<file path="config.mk">
export PLATFORM = sky130hd
export DESIGN_NAME = pinball_game_ctrl
export DESIGN_NICKNAME = d
export VERILOG_FILES = /design/src/rtl/pinball_game_ctrl.sv
export SDC_FILE = /design/constraint.sdc
export NUM_CORES = 1
export LEC_CHECK = 0
export ABC_CLOCK_PERIOD_IN_PS = 6800
export CAP_MARGIN = 10
export CORE_MARGIN = 5
export CORE_UTILIZATION = 50
export DETAILED_ROUTE_END_ITERATION = 16
export PLACE_DENSITY = 0.74
export SLEW_MARGIN = 20
export SYNTH_ARGS = -nofsm -noshare
export SYNTH_HDL_FRONTEND = slang
export SYNTH_SLANG_ARGS = --single-unit
</file>
<file path="constraint.sdc">
create_clock -name clk -period 6.8 [get_ports clk]
set_clock_uncertainty 0.15 [all_clocks]
set_input_delay 0.68 -clock clk [delete_from_list [all_inputs] [get_ports clk]]
set_output_delay 0.68 -clock clk [all_outputs]
set_load 0.1 [all_outputs]
</file>
<file path="src/rtl/pinball_game_ctrl.sv">
// Pinball game sequencer: serve/play/pause/ball-lost/game-over FSM with
// per-frame collision scoring, saturating score and ball accounting.
module pinball_game_ctrl #(
   parameter int BALLS_PER_GAME = 3,
   parameter int LOST_FRAMES    = 60,
   parameter int BONUS_POINTS   = 10,
   parameter int FLIPPER_POINTS = 1,
   parameter int SCORE_MAX      = 9999
) (
   input  logic        clk,
   input  logic        resetN,
   input  logic        startOfFrame,
   input  logic        key5IsPressed,
   input  logic        keyPauseIsPressed,
   input  logic        collisionSmileyDrain,
   input  logic        collisionSmileyBonus,
   input  logic        collisionSmileyFlipper,
   output logic        pause,
   output logic        ballRestart,
   output logic        launch,
   output logic [1:0]  ballsLeft,
   output logic [13:0] score,
   output logic        gameOver,
   output logic [2:0]  state
);

   typedef enum logic [2:0] {
      ST_IDLE      = 3'd0,
      ST_SERVE     = 3'd1,
      ST_PLAY      = 3'd2,
      ST_PAUSED    = 3'd3,
      ST_BALL_LOST = 3'd4,
      ST_GAME_OVER = 3'd5
   } state_e;

   localparam logic [1:0]  BALLS_W   = 2'(BALLS_PER_GAME);
   localparam logic [5:0]  LOST_W    = 6'(LOST_FRAMES);
   localparam logic [15:0] BONUS_W   = 16'(BONUS_POINTS);
   localparam logic [15:0] FLIPPER_W = 16'(FLIPPER_POINTS);
   localparam logic [15:0] SMAX_W    = 16'(SCORE_MAX);

   state_e      state_q, state_d;
   logic        key5_prev_q, keyp_prev_q;
   logic        drain_q, drain_d, bonus_q, bonus_d, flip_q, flip_d;
   logic        pause_q, pause_d, restart_q, restart_d, launch_q, launch_d;
   logic        gameover_q, gameover_d;
   logic [1:0]  balls_q, balls_d;
   logic [13:0] score_q, score_d;
   logic [5:0]  timer_q, timer_d;
   logic        key5_edge_s, keyp_edge_s;
   logic [15:0] score_sum_s;

   // Sticky per-frame collision flag; frozen while paused, cleared at frame start.
   function automatic logic flag_next(input state_e st, input logic sof,
                                      input logic flag, input logic hit);
      logic nxt;
      if (st == ST_PAUSED) begin
         nxt = flag;
      end else if (sof) begin
         nxt = (st == ST_PLAY) && hit;
      end else if (st == ST_PLAY) begin
         nxt = flag || hit;
      end else begin
         nxt = flag;
      end
      return nxt;
   endfunction

   assign key5_edge_s = key5IsPressed && !key5_prev_q;
   assign keyp_edge_s = keyPauseIsPressed && !keyp_prev_q;
   assign score_sum_s = {2'b00, score_q}
                      + (bonus_q ? BONUS_W : 16'd0)
                      + (flip_q ? FLIPPER_W : 16'd0);

   // State register.
   always_ff @(posedge clk or negedge resetN) begin
      if (!resetN) begin
         state_q <= ST_IDLE;
      end else begin
         state_q <= state_d;
      end
   end

   // Next-state logic.
   always_comb begin
      state_d = state_q;
      case (state_q)
         ST_IDLE: begin
            if (key5_edge_s) state_d = ST_SERVE;
            else             state_d = state_q;
         end
         ST_SERVE: begin
            if (key5_edge_s) state_d = ST_PLAY;
            else             state_d = state_q;
         end
         ST_PLAY: begin
            if (startOfFrame && drain_q) state_d = ST_BALL_LOST;
            else if (keyp_edge_s)        state_d = ST_PAUSED;
            else                         state_d = state_q;
         end
         ST_PAUSED: begin
            if (keyp_edge_s) state_d = ST_PLAY;
            else             state_d = state_q;
         end
         ST_BALL_LOST: begin
            if (startOfFrame && (timer_q <= 6'd1))
               state_d = (balls_q != 2'd0) ? ST_SERVE : ST_GAME_OVER;
            else
               state_d = state_q;
         end
         ST_GAME_OVER: begin
            if (key5_edge_s) state_d = ST_SERVE;
            else             state_d = state_q;
         end
         default: state_d = ST_IDLE;
      endcase
   end

   // Output and datapath next values.
   always_comb begin
      pause_d    = (state_d != ST_PLAY);
      restart_d  = (state_d == ST_SERVE) && (state_q != ST_SERVE);
      launch_d   = (state_q == ST_SERVE) && (state_d == ST_PLAY);
      gameover_d = (state_d == ST_GAME_OVER);
      balls_d    = balls_q;
      score_d    = score_q;
      timer_d    = timer_q;
      drain_d    = flag_next(state_q, startOfFrame, drain_q, collisionSmileyDrain);
      bonus_d    = flag_next(state_q, startOfFrame, bonus_q, collisionSmileyBonus);
      flip_d     = flag_next(state_q, startOfFrame, flip_q, collisionSmileyFlipper);
      case (state_q)
         ST_IDLE, ST_GAME_OVER: begin
            if (key5_edge_s) begin
               balls_d = BALLS_W;
               score_d = 14'd0;
            end else begin
               balls_d = balls_q;
            end
         end
         ST_PLAY: begin
            if (startOfFrame) begin
               score_d = (score_sum_s >= SMAX_W) ? SMAX_W[13:0] : score_sum_s[13:0];
               if (drain_q) begin
                  balls_d = (balls_q != 2'd0) ? balls_q - 2'd1 : 2'd0;
                  timer_d = LOST_W;
               end else begin
                  timer_d = timer_q;
               end
            end else begin
               score_d = score_q;
            end
         end
         ST_BALL_LOST: begin
            if (startOfFrame) timer_d = (timer_q <= 6'd1) ? 6'd0 : timer_q - 6'd1;
            else              timer_d = timer_q;
         end
         default: timer_d = timer_q;
      endcase
   end

   // Registered outputs, collision flags, counters and key history.
   always_ff @(posedge clk or negedge resetN) begin
      if (!resetN) begin
         pause_q     <= 1'b1;
         restart_q   <= 1'b0;
         launch_q    <= 1'b0;
         gameover_q  <= 1'b0;
         balls_q     <= 2'd0;
         score_q     <= 14'd0;
         timer_q     <= 6'd0;
         drain_q     <= 1'b0;
         bonus_q     <= 1'b0;
         flip_q      <= 1'b0;
         key5_prev_q <= 1'b0;
         keyp_prev_q <= 1'b0;
      end else begin
         pause_q     <= pause_d;
         restart_q   <= restart_d;
         launch_q    <= launch_d;
         gameover_q  <= gameover_d;
         balls_q     <= balls_d;
         score_q     <= score_d;
         timer_q     <= timer_d;
         drain_q     <= drain_d;
         bonus_q     <= bonus_d;
         flip_q      <= flip_d;
         key5_prev_q <= key5IsPressed;
         keyp_prev_q <= keyPauseIsPressed;
      end
   end

   assign pause       = pause_q;
   assign ballRestart = restart_q;
   assign launch      = launch_q;
   assign ballsLeft   = balls_q;
   assign score       = score_q;
   assign gameOver    = gameover_q;
   assign state       = state_q;

endmodule

</file>
==> flow_results.org, run 1 <==
** Logic synthesis
- Number of enable-type register cells in the synthesized netlist :: 0
- The synthesized netlist occupies a cell area of 2100 um2.
- The cell count after synthesis came out at between 200 and 250.
- Synthesized area divided by synthesized cell count :: 8.75 um2
- After synthesis, the share of flip-flops with an asynchronous set or reset is 100%.
- Most instantiated flip-flop cell in the synthesis netlist :: dfrtp_1
- Counting flops and latches in the post-synthesis netlist gives 34.
- The share of the Yosys chip area taken by registers is 40.6%.
- The netlist uses 55 different library cells.
- For this run, the number of Yosys warnings is 0.
- Mapped Nets :: about 250

** Worst setup path
- Category of the worst setup path launch point :: flop
- CP Data Arrival Time :: between 3000 and 4000 ps
- Worst-case register-to-register setup slack :: 3550 ps
- The critical path is of the reg -> reg type.
- Worst path max stage delay :: roughly 520 ps
- Cell breakdown of the critical path :: ha_1 -> inv_1 -> fa_1 -> and3b_1 -> o21ai_0 -> o22a_1 -> o21ai_1 -> nor2_2 -> o211ai_1 -> a22o_1
- At the worst endpoint, the required time is 6820 ps.
- Slowest stage cell on the critical path :: nor2_2
- Critical Path Sink Type :: flop
- Critical register-to-register path endpoint :: score[2]
- Max Fanout on Critical Path :: 16
- Worst reg2reg startpoint :: score[0]
- Measured in cells, the most critical reg-to-reg path has a length of 10.

** Global routing
- Global routing consumed, on the met1 layer, ~26% of the routing resources.
- Summed over all layers, the global routing overflow is 0.
- The number of antenna violations at the first check in global routing is 0.
- Global routing used 3.47% of the available met3 tracks.
- For this run, global-route usage on met2 was measured as 29.3%.
- The first global-routing pass estimated approximately 8000 um of wire.
- The via count of the first global-routing pass was ~1700.
- Entering global routing, the biggest net connects 35 pins.
- met2 is the most crowded layer.
- Total routing resource utilization after global routing :: 18.3%

** Min path
- The worst hold path begins at timer_q[4].
- Worst hold path stage count :: 1
- The worst hold path terminates at timer_q[4].
- The min-delay analysis places its worst path in the category reg -> reg.

** Die
- Number of placement rows :: 23
- Once the floorplan was initialized, standard cells occupied 52.1% of the core.
- For this design the top-level I/O count stands at 31.
- The floorplan step set the die width to 74.8 um.
- The floorplan step defined a die boundary enclosing 5600 um2.
- Core box area :: 4030 um2
- Vert. Die Dim :: 74.8 um

** Drt
- Dividing the detail-routed via count by the number of cells gives 5.82.
- For this run, the detailed router's first-pass iteration total came to 5.
- The first routing iteration left 219 violations.
- Average wire length per cell after detail routing :: 15.0 um
- Summed over all layers, the routed wires come to 4750 um.
- The detail route stage leaves a number of antenna-violating nets equal to 0.
- Drt drc :: 0
- The routed layout has 1845 vias.

** Layout
- Area growth from synthesis to final layout :: 19.5%
- In the final layout, the share of cells above drive strength 1 is 8.24%.
- The repair_antennas step left the layout with diodes totalling 0.
- Number of fill cells in the layout :: between 300 and 400
- After the last flow step, the layout net total stands at 280.

** Run
- The tool flagged a number of max-cap violations equal to 0.

** Timing
- The max-slew violation count came to 0.
- Worst hold slack :: between 300 and 400 ps
- Setup repair after global routing missed its margin :: no
- Final critical path time including I/O delays and setup :: 3250 ps
- The final critical path takes up 47.7% of the cycle.
- The count of final hold-check violations came to 0.
- Setup Viol. Count Final :: 0
- Tightest slew margin relative to the limit :: 33.6%
- At the pin with the least slew margin, the transition time is 994 ps.
- Static timing analysis puts the maximum clock frequency at 308 MHz.
- Sum of negative setup slack :: 0 ps

** CTS
- Worst-skew pair later-pin latency :: roughly 280 ps
- Clock tree from TritonCTS :: yes
- Clock slew at reported path FFs :: approximately 70 ps
- Number of buffers added by the clock tree synthesis step :: 5
- The clock tree synthesis step divided the H-tree into 2 levels.
- Num Clock Sinks :: 34
- Root buffer cell :: clkbuf_8
- Count of instances resized after the clock tree is built :: 0
- Setup bufs post-CTS :: 0
- In this run, post-CTS hold repair placed 0 buffers.
- The clock passes through at most 2 buffers.

** Place
- Half-perimeter wire length after placement :: ~3300 um
- Routability-driven placement finished with a final weighted congestion of around 0.87.
- Input and output buffers added on the ports amount to 30.

** Power
- The worst-case IR drop observed on VDD is 0.355 mV.
- Summed over all cells, the static leakage comes to 0.998 nW.
- Power density normalized to cell area :: ~440 nW/um2

** Status
- Run status :: finished, final reports clean
-- Yosys cell counts (2+ instances only) --
master	count	area share (%)
nand3b_1	2	0.71
o31a_1	2	0.83
o21a_1	2	0.71
nor2b_1	6	1.8
a41oi_1	3	1.3
nor2_1	24	4.3
buf_2	2	0.48
a21o_1	4	1.4
nand2b_1	6	1.8
inv_1	7	1.3
dfrtp_1	33	39
o22a_1	4	1.7
nand3_1	14	3.3
a22o_1	6	2.5
xor2_1	2	0.83
and2_1	3	0.89
clkbuf_1	7	1.3
ha_1	5	3.0
nor4_1	3	0.89
nor3b_1	3	1.1
a31oi_1	8	2.4
nand2_1	18	3.2
nor3_1	8	1.9
a21oi_1	17	4.0
o21ai_0	19	4.5
or2_2	3	0.89
-- how the worst max path moves through the flow --
stage	startpoint	endpoint	slack, ps	cells after the start
finish	score[0]	score[2]	3550	10
global route	score[0]	score[2]	3410	10
CTS	score[0]	score[2]	3590	10
detailed placement	score[0]	score[2]	3610	10
global placement	score[0]	score[2]	3720	10
floorplan	score[0]	score[0]	3380	11
-- flip-flops by register name, summed over array words and instances, names as in the netlist --
name	cells
score	14
flip_q	1
keyp_prev_q	1
ballsLeft	2
gameOver	1
ballRestart	1
launch	1
state	3
timer_q	6
pause	1
drain_q	1
key5_prev_q	1
bonus_q	1
-- report_power, final --
group / switching, mW / internal, mW
registers: 0.0813 / 0.262
logic: 0.424 / 0.187
clock network: 0.0764 / 0.0814
total: 0.582 / 0.531
-- cell type report --
type / instances / area, um2 / share of cell area [%]
clock inverter: 2 / 12.5 / 0.499
inverter: 7 / 26.3 / 1.05
sequential: 34 / 852 / 33.9
tap: 50 / 62.6 / 2.49
timing repair buffer: 31 / 308 / 12.3
multi-input combinational: 187 / 1170 / 46.5
clock buffer: 6 / 82.6 / 3.29
-- kinds of logic (layout without fill, tap and decap cells) --
logic type,Yosys count,after routing,share of synthesized area [%]
muxes,1,1,0.476
buffers and inverters,19,46,4.11
AOI/OAI and AO/OA,77,77,25.0
xor gates and xnor gates,3,3,1.25
and+or+nand+nor,100,100,24.7
DFF,34,34,40.6
adders and majority gates,6,6,3.93
-- critical path: cells and delay by family (launching register included) --
family | cells | cell delay [ps]
buffers and inverters | 1 | 80
AO/OA/AOI/OAI | 5 | 1260
AND/OR/NAND/NOR | 2 | 750
flip-flops | 1 | 410
adder cells (fa/ha/maj) | 2 | 470
-- through the flow --
stage,instance area [um2],util [%],cells,power [mW],worst slack (ps)
2_1_floorplan,2100,-,240,0.820,3380
3_3_place_gp,2410,59.8,309,0.952,3720
3_5_place_dp,2410,59.8,309,0.955,3610
4_1_cts,2510,62.2,317,1.12,3590
5_1_grt,2510,62.3,317,1.19,3410
6_report,2510,62.3,317,1.11,3550
-- routing by layer --
layer	share of wire, %	wire length [um]
met1	49	2320
met2	47	2220
met3	3.9	183
met4	0.51	24
met5	0	0
-- cells in the final DEF, fill, tap and decap left out, types with 3 or more instances in the layout --
master / count
o21ai_0: 19
or2_2: 3
clkdlybuf4s50_1: 30
o22a_1: 4
clkbuf_8: 6
a22o_1: 6
ha_1: 5
nor3b_1: 3
a31oi_1: 8
nor3_1: 8
dfrtp_1: 33
nand2b_1: 6
a41oi_1: 3
a21o_1: 4
and2_1: 3
nor2_1: 24
nor2b_1: 6
inv_1: 7
nand2_1: 18
nor4_1: 3
a21oi_1: 16
nand3_1: 14
(Power assumes the default switching activity.)
==> run 2: changes to the inputs <==
- ABC_CLOCK_PERIOD_IN_PS: 6800 -> 2700
- CORE_UTILIZATION: 50 -> 49
- PLACE_DENSITY: 0.74 -> 0.76
- clock period: 6.8 -> 2.7 ns (I/O delays scaled with it)
==> flow_results.org, run 2 (synthesis results as in run 1) <==
** Status
- Run status: finished, violations left (was finished, final reports clean).
- The final reports fail on negative setup slack.

** Worst setup path
- The critical path data required time is 2720 ps (was 6820 ps).
- Critical Path Sink Type :: flop (unchanged)
- The endpoint arrival time on the critical path is 2810 ps (was 3260 ps).
- Category of the worst setup path launch point :: flop (unchanged)
- R2r worst-path depth :: 11 (was 10)
- Number of logic stages on the critical path including buffering :: 11 (was 10)
- Cell breakdown of the critical path: ha_4 -> inv_2 -> fa_2 -> and3b_2 -> or2_4 -> or4_4 -> a21boi_4 -> nor2_4 -> bufbuf_16 -> a31oi_1 -> a21oi_1 (was ha_1 -> inv_1 -> fa_1 -> and3b_1 -> o21ai_0 -> o22a_1 -> o21ai_1 -> nor2_2 -> o211ai_1 -> a22o_1).
- The cell with the largest stage delay on the worst path is dfrtp_4 (was nor2_2).
- The startpoint-to-endpoint class of the critical path is reg -> reg (unchanged).
- Crit-path leading delay family :: simple AND/OR/NAND/NOR gates (was compound AO/OA/AOI/OAI gates)
- The biggest fanout along the worst timing path was 5 (was 16).
- Bufs and invs on worst path :: 2 (was 1)
- Worst path max stage delay :: 490 ps (was 520 ps)

** CTS
- The number of buffers added by the clock tree synthesis step is 5 (unchanged).
- Maximum count of clock buffers along a single path :: 2 (unchanged)
- The clock latency at the later pin of the worst-skew pair came to 290 ps (was 280 ps).
- The root cell of the clock tree is clkbuf_8 (unchanged).
- Clock slew at reported path FFs :: 70 ps (about the same)
- Total of hold buffers inserted after clock tree synthesis :: 0 (unchanged)
- The clock net sink count was 34 (unchanged).
- The total number of H-tree levels came to 2 (unchanged).
- Clock tree from TritonCTS :: yes (unchanged)

** Power
- VDD IR-drop max :: 0.890 mV (was 0.355 mV)
- The leakage component of the power is 1.20 nW (was 0.998 nW).
- Power density normalized to cell area :: 1100 nW/um2 (was 443 nW/um2)
- Pwr Total :: 3.11 mW (was 1.11 mW)

** Layout
- The count of filler cells inserted in the layout was 332 (was 377).
- Non-Filler Instances :: 341 (was 317)
- The number of diodes added for antenna fixing came to 0 (unchanged).
- Area growth from synthesis to final layout :: 34.8% (was 19.5%)
- The final cell area excluding filler cells came to 2830 um2 (was 2510 um2).
- Post-layout util :: 69.3% (was 62.3%)
- Area of combinational cells with multiple inputs :: 1240 um2 (was 1170 um2)
- Flip-flop count of the largest register after layout :: 14 (unchanged)
- The footprint of the flip-flops and latches is 870 um2 (was 852 um2).
- The fraction of layout instances using a drive strength above 1 is 30.6% (was 8.24%).
- The layout net count was 304 (was 280).
- Commonest cells after routing, fill and taps aside: buf_4, nor2_1, dfrtp_1 (was dfrtp_1, clkdlybuf4s50_1, nor2_1).
- Leading cell type in the layout, fill and taps excluded :: buf_4 (was dfrtp_1)

** Drt
- Average wire length per cell after detail routing :: 15.5 um (was 15.0 um)
- Uppermost layer routed :: met4 (unchanged)
- Detailed-routing iteration count for the pre-antenna-repair pass :: 4 (was 5)
- The average vias per placed instance came to 5.91 (was 5.82).
- Met3 wire len :: 249 um (was 183 um)
- Drt drc :: 0 (unchanged)
- Count of vias placed by the detailed router :: 2016 (was 1845)
- The routed length on met2 is 2710 um (was 2220 um).
- Initial drt markers :: 112 (was 219)
- The final routed wirelength across all metal layers was 5290 um (was 4750 um).
- The length of routed wiring on met1 came to 2270 um (was 2320 um).
- The antenna violation net count after detailed routing was 0 (unchanged).

** Place
- The cell count after placement was 330 (was 309).
- Half-perimeter wire length after placement :: 3710 um (was 3290 um)
- The final estimated routing congestion in global placement was 0.847 (was 0.868).
- The cell area after placement is 2580 um2 (was 2410 um2).
- Input/output buffers :: 30 (unchanged)

** Timing
- Final worst slack :: -89.6 ps (was 3550 ps)
- The transition time of the tightest slew-check pin is 844 ps (was 994 ps).
- The max-slew violation count was 0 (unchanged).
- The count of final hold-check violations is 0 (unchanged).
- Setup Viol. Count Final :: 10 (was 0)
- The worst slew margin relative to its limit came to 43.7% (was 33.6%).
- Final critical path time including I/O delays and setup :: 2790 ps (was 3250 ps)
- Setup repair after global routing missed its margin :: yes (was no)
- The highest clock rate came to 358 MHz (was 308 MHz).
- The final worst-path cycle share came to 103% (was 47.7%).

** Die
- The area enclosed by the die boundary came to 5700 um2 (was 5600 um2).
- The initial core utilization was 51.4% (was 52.1%).
- The vertical die dimension was 75.5 um (was 74.8 um).
- Horiz. Die Dim :: 75.5 um (was 74.8 um)
- The count of standard-cell rows was 23 (unchanged).
- Core box area :: 4090 um2 (was 4030 um2)
- Ports :: 31 (unchanged)

** Global routing
- The first-pass GRT wire length was 9110 um (was 8030 um).
- Number of antenna violations at the first check in global routing :: 0 (unchanged)
- Pin count of the biggest net entering global routing :: 35 (unchanged)
- Total routing resource utilization after global routing :: 20.8% (was 18.3%)
- The total global routing overflow was 0 (unchanged).
- Via count of the first global-routing pass :: 1955 (was 1706)

** Min path
- Hold WC Path Type :: in -> async (was reg -> reg)

** Run
- The reported max-cap violation count was 0 (unchanged).
==> run 2: where the power goes <==
| group | total [mW] | switching [mW] | internal (mW) | leakage [nW] |
|---|---|---|---|---|
| sequential | 0.880 | 0.209 | 0.671 | 0.414 |
| clock | 0.593 | 0.199 | 0.394 | 0.0714 |
| combinational | 1.63 | 1.12 | 0.513 | 0.718 |
| total | 3.11 | 1.53 | 1.58 | 1.20 |
==> run 2: final cells by class <==
| cell class | count | share of cell area (%) |
|---|---|---|
| timing repair buffer | 55 | 17.2 |
| multi-input combinational | 187 | 43.9 |
| sequential | 34 | 30.7 |
| clock buffer | 6 | 2.92 |
| tap | 50 | 2.21 |
| clock inverter | 2 | 2.12 |
| inverter | 7 | 0.928 |
==> run 2: metal layers <==
metal	vias to the layer above	GRT usage [%]
met5	-	0
met4	0	5.83
met3	7	5.01
met2	48	37.3
met1	984	24.9
li1	977	-
==> run 2: metrics by stage <==
stage	TNS, ps	worst slack [ps]	hold slack (ps)
floorplan	-1900	-217	-176
global placement	-315	-76.3	349
detailed placement	-1040	-135	353
CTS	-590	-74.7	255
global route	-1860	-196	295
finish	-652	-89.6	243
==> run 2: worst paths after layout <==
| kind | to | slack [ps] | from |
|---|---|---|---|
| min in group clk | keyp_prev_q | 300 | keyPauseIsPressed |
| max in group asynchronous | score[1] | 1820 | resetN |
| worst min-delay path | state[1] | 240 | resetN |
| worst max register to register | score[5] | -90 | score[0] |
| worst min register to register | timer_q[1] | 360 | timer_q[1] |
| worst max-delay path | score[5] | -90 | score[0] |
==> run 2: what timing repair did <==
action	4_1_cts	5_1_grt
buffers inserted	2	0
hold endpoints to repair	0	0
pin swaps	9	1
setup endpoints to repair	12	13
cloned	1	0
resized for setup	7	7
==> run 3: changes to the inputs <==
- ABC_CLOCK_PERIOD_IN_PS: 2700 -> 3000
- CORE_MARGIN: 5 -> 2
- CORE_UTILIZATION: 49 -> 50
- CTS_BUF_LIST: unset -> sky130_fd_sc_hd__clkbuf_8
- PLACE_DENSITY: 0.76 -> 0.74
- clock period: 2.7 -> 3 ns (I/O delays scaled with it)
==> flow_results.org, run 3 (synthesis results as in run 1) <==
** Drt
- Post-Route WL :: 4850 um (was 5290 um)
- The number of violations reported at the end of detailed-routing iteration 0 came to 119 (was 112).
- Drt drc :: 0 (unchanged)
- Count of vias placed by the detailed router :: 1881 (was 2016)
- Average wire length per cell after detail routing :: 15.0 um (was 15.5 um)
- The average vias per placed instance is 5.81 (was 5.91).
- The antenna violation net count after detailed routing came to 0 (unchanged).
- Detailed-routing iteration count for the pre-antenna-repair pass :: 4 (unchanged)

** Timing
- The max-slew violation count was 0 (unchanged).
- Setup repair after global routing missed its margin :: no (was yes)
- The final total negative setup slack is 0 ps (was -652 ps).
- Final critical path time including I/O delays and setup :: 2890 ps (was 2790 ps)
- Tcrit/Tclk final :: 96.4% (was 103%)
- Tightest slew margin relative to the limit :: 45.3% (was 43.7%)
- The count of final hold-check violations is 0 (unchanged).
- Highest achievable clock rate :: 346 MHz (was 358 MHz)
- Setup Viol. Count Final :: 0 (was 10)
- Actual slew at the worst max-slew pin :: 818 ps (was 844 ps)

** Layout
- The final design utilization was 64.1% (was 69.3%).
- The fraction of layout instances using a drive strength above 1 came to 22.3% (was 30.6%).
- N_diodes :: 0 (unchanged)
- Area growth from synthesis to final layout :: 22.9% (was 34.8%)
- The final cell area excluding filler cells was 2580 um2 (was 2830 um2).
- The flip-flop count of the largest register, all copies and words added is 14 (unchanged).
- The layout net count was 287 (was 304).
- The most common library cell in the layout ignoring fill and taps is buf_4 (unchanged).
- Commonest cells after routing, fill and taps aside: buf_4, dfrtp_1, nor2_1 (was buf_4, nor2_1, dfrtp_1).

** Power
- The leakage component of the power was 1.08 nW (was 1.20 nW).
- The power density over the cells was 1000 nW/um2 (was 1100 nW/um2).
- The total power came to 2.59 mW (was 3.11 mW).
- The largest voltage drop on the vdd net is 0.886 mV (was 0.890 mV).

** Worst setup path
- Max Fanout on Critical Path :: 16 (was 5)
- The type of destination of the critical path was a flop (unchanged).
- The endpoint arrival time on the critical path was 2910 ps (was 2810 ps).
- Category of the worst setup path launch point :: flop (unchanged)
- The startpoint-to-endpoint class of the critical path was reg -> reg (unchanged).
- Required time at the worst-slack endpoint :: 3010 ps (was 2720 ps)

** Place
- Input/output buffers :: 30 (unchanged)
- The cell area after placement is 2430 um2 (was 2580 um2).
- The HPWL after detailed placement came to 3510 um (was 3710 um).
- The final estimated routing congestion in global placement is 0.860 (was 0.847).

** Die
- Core box area :: 4030 um2 (was 4090 um2)
- The area enclosed by the die boundary is 4740 um2 (was 5700 um2).
- Number of placement rows :: 23 (unchanged)
- The number of ports placed on the die boundary was 31 (unchanged).
- The horizontal die dimension was 68.8 um (was 75.5 um).
- The initial core utilization came to 52.1% (was 51.4%).
- Vert. Die Dim :: 68.8 um (was 75.5 um)

** Run
- The reported max-cap violation count was 0 (unchanged).

** CTS
- Clock slew at reported path FFs :: 70 ps (about the same)
- The clock latency at the later pin of the worst-skew pair came to 290 ps (about the same).
- CTS H-tree depth :: 2 (unchanged)
- Num Clock Sinks :: 34 (unchanged)
- The number of buffers added by the clock tree synthesis step came to 5 (unchanged).
- Maximum count of clock buffers along a single path :: 2 (unchanged)
- Root buffer cell :: clkbuf_8 (unchanged)
- Setup bufs post-CTS :: 0 (was 2)
- The CTS tree is yes (unchanged).

** Global routing
- The via count of the first global-routing pass is 1808 (was 1955).
- The first-pass GRT wire length came to 8260 um (was 9110 um).
- Total routing resource utilization after global routing :: 23.6% (was 20.8%)
- The number of antenna violations at the first check in global routing came to 0 (unchanged).
- The largest net degree at the start of global routing came to 19 (was 35).
- The total global routing overflow was 0 (unchanged).

** Status
- Run status :: finished, final reports clean (was finished, violations left)

** Min path
- Hold WC Path Type :: in -> async (unchanged)
[run 3: cell types whose count changed in the layout (fill, tap and decap cells not counted), sizes merged]
cell	change
buf	-16
bufbuf	-1
bufinv	-2
clkbuf	+2
[run 3: area by class of cell]
class / instances / area [um2]
well taps: 50 / 62.6
multi-input cells: 187 / 1220
flip-flops and latches: 34 / 861
fillers: 365 / 1450
repair buffers: 38 / 303
clock buffers: 8 / 110
inverters: 7 / 26.3
[run 3: metal layers]
layer	share of wire, %	vias up	GRT usage [%]
met5	0	-	0
met4	1.1	0	9.07
met3	5.0	6	5.52
met2	48	45	37.1
met1	46	886	31.4
li1	-	944	-
[run 3: worst paths after layout]
path,startpoint,to,slack [ps],cells after the start
max in group asynchronous,resetN,pause,1640,2
setup / recovery,score[0],score[6],110,10
setup reg to reg,score[0],score[6],110,10
hold / removal,resetN,flip_q,330,1
hold reg to reg,score[3],score[3],360,1
min in group clk,keyPauseIsPressed,keyp_prev_q,330,1
[run 3: repair_timing]
action                                  4_1_cts  5_1_grt
endpoints found under the setup margin        0       10
gates resized for setup                       0        6
hold buffers                                  0        0
[run 3: metrics by stage]
stage	cells	setup slack (ps)	hold WS [ps]
2_1_floorplan	240	1.33	-146
3_3_place_gp	316	138	340
3_5_place_dp	316	76.4	354
4_1_cts	324	63.2	326
5_1_grt	324	10.0	344
6_report	324	107	330
[run 3: critical path, cell delays in order (launching register included)]
cell and delay, ps:
dfrtp_4 500, ha_4 170, inv_1 60, fa_2 220, and3b_2 240, or2_4 260
or4_4 530, a21boi_4 190, nor2_4 130, a41oi_2 230, a21oi_1 90
[run 3: where the power goes]
part / internal [mW] / switching (mW)
logic: 0.425 / 0.977
clock network: 0.232 / 0.166
registers: 0.602 / 0.189
total: 1.26 / 1.33
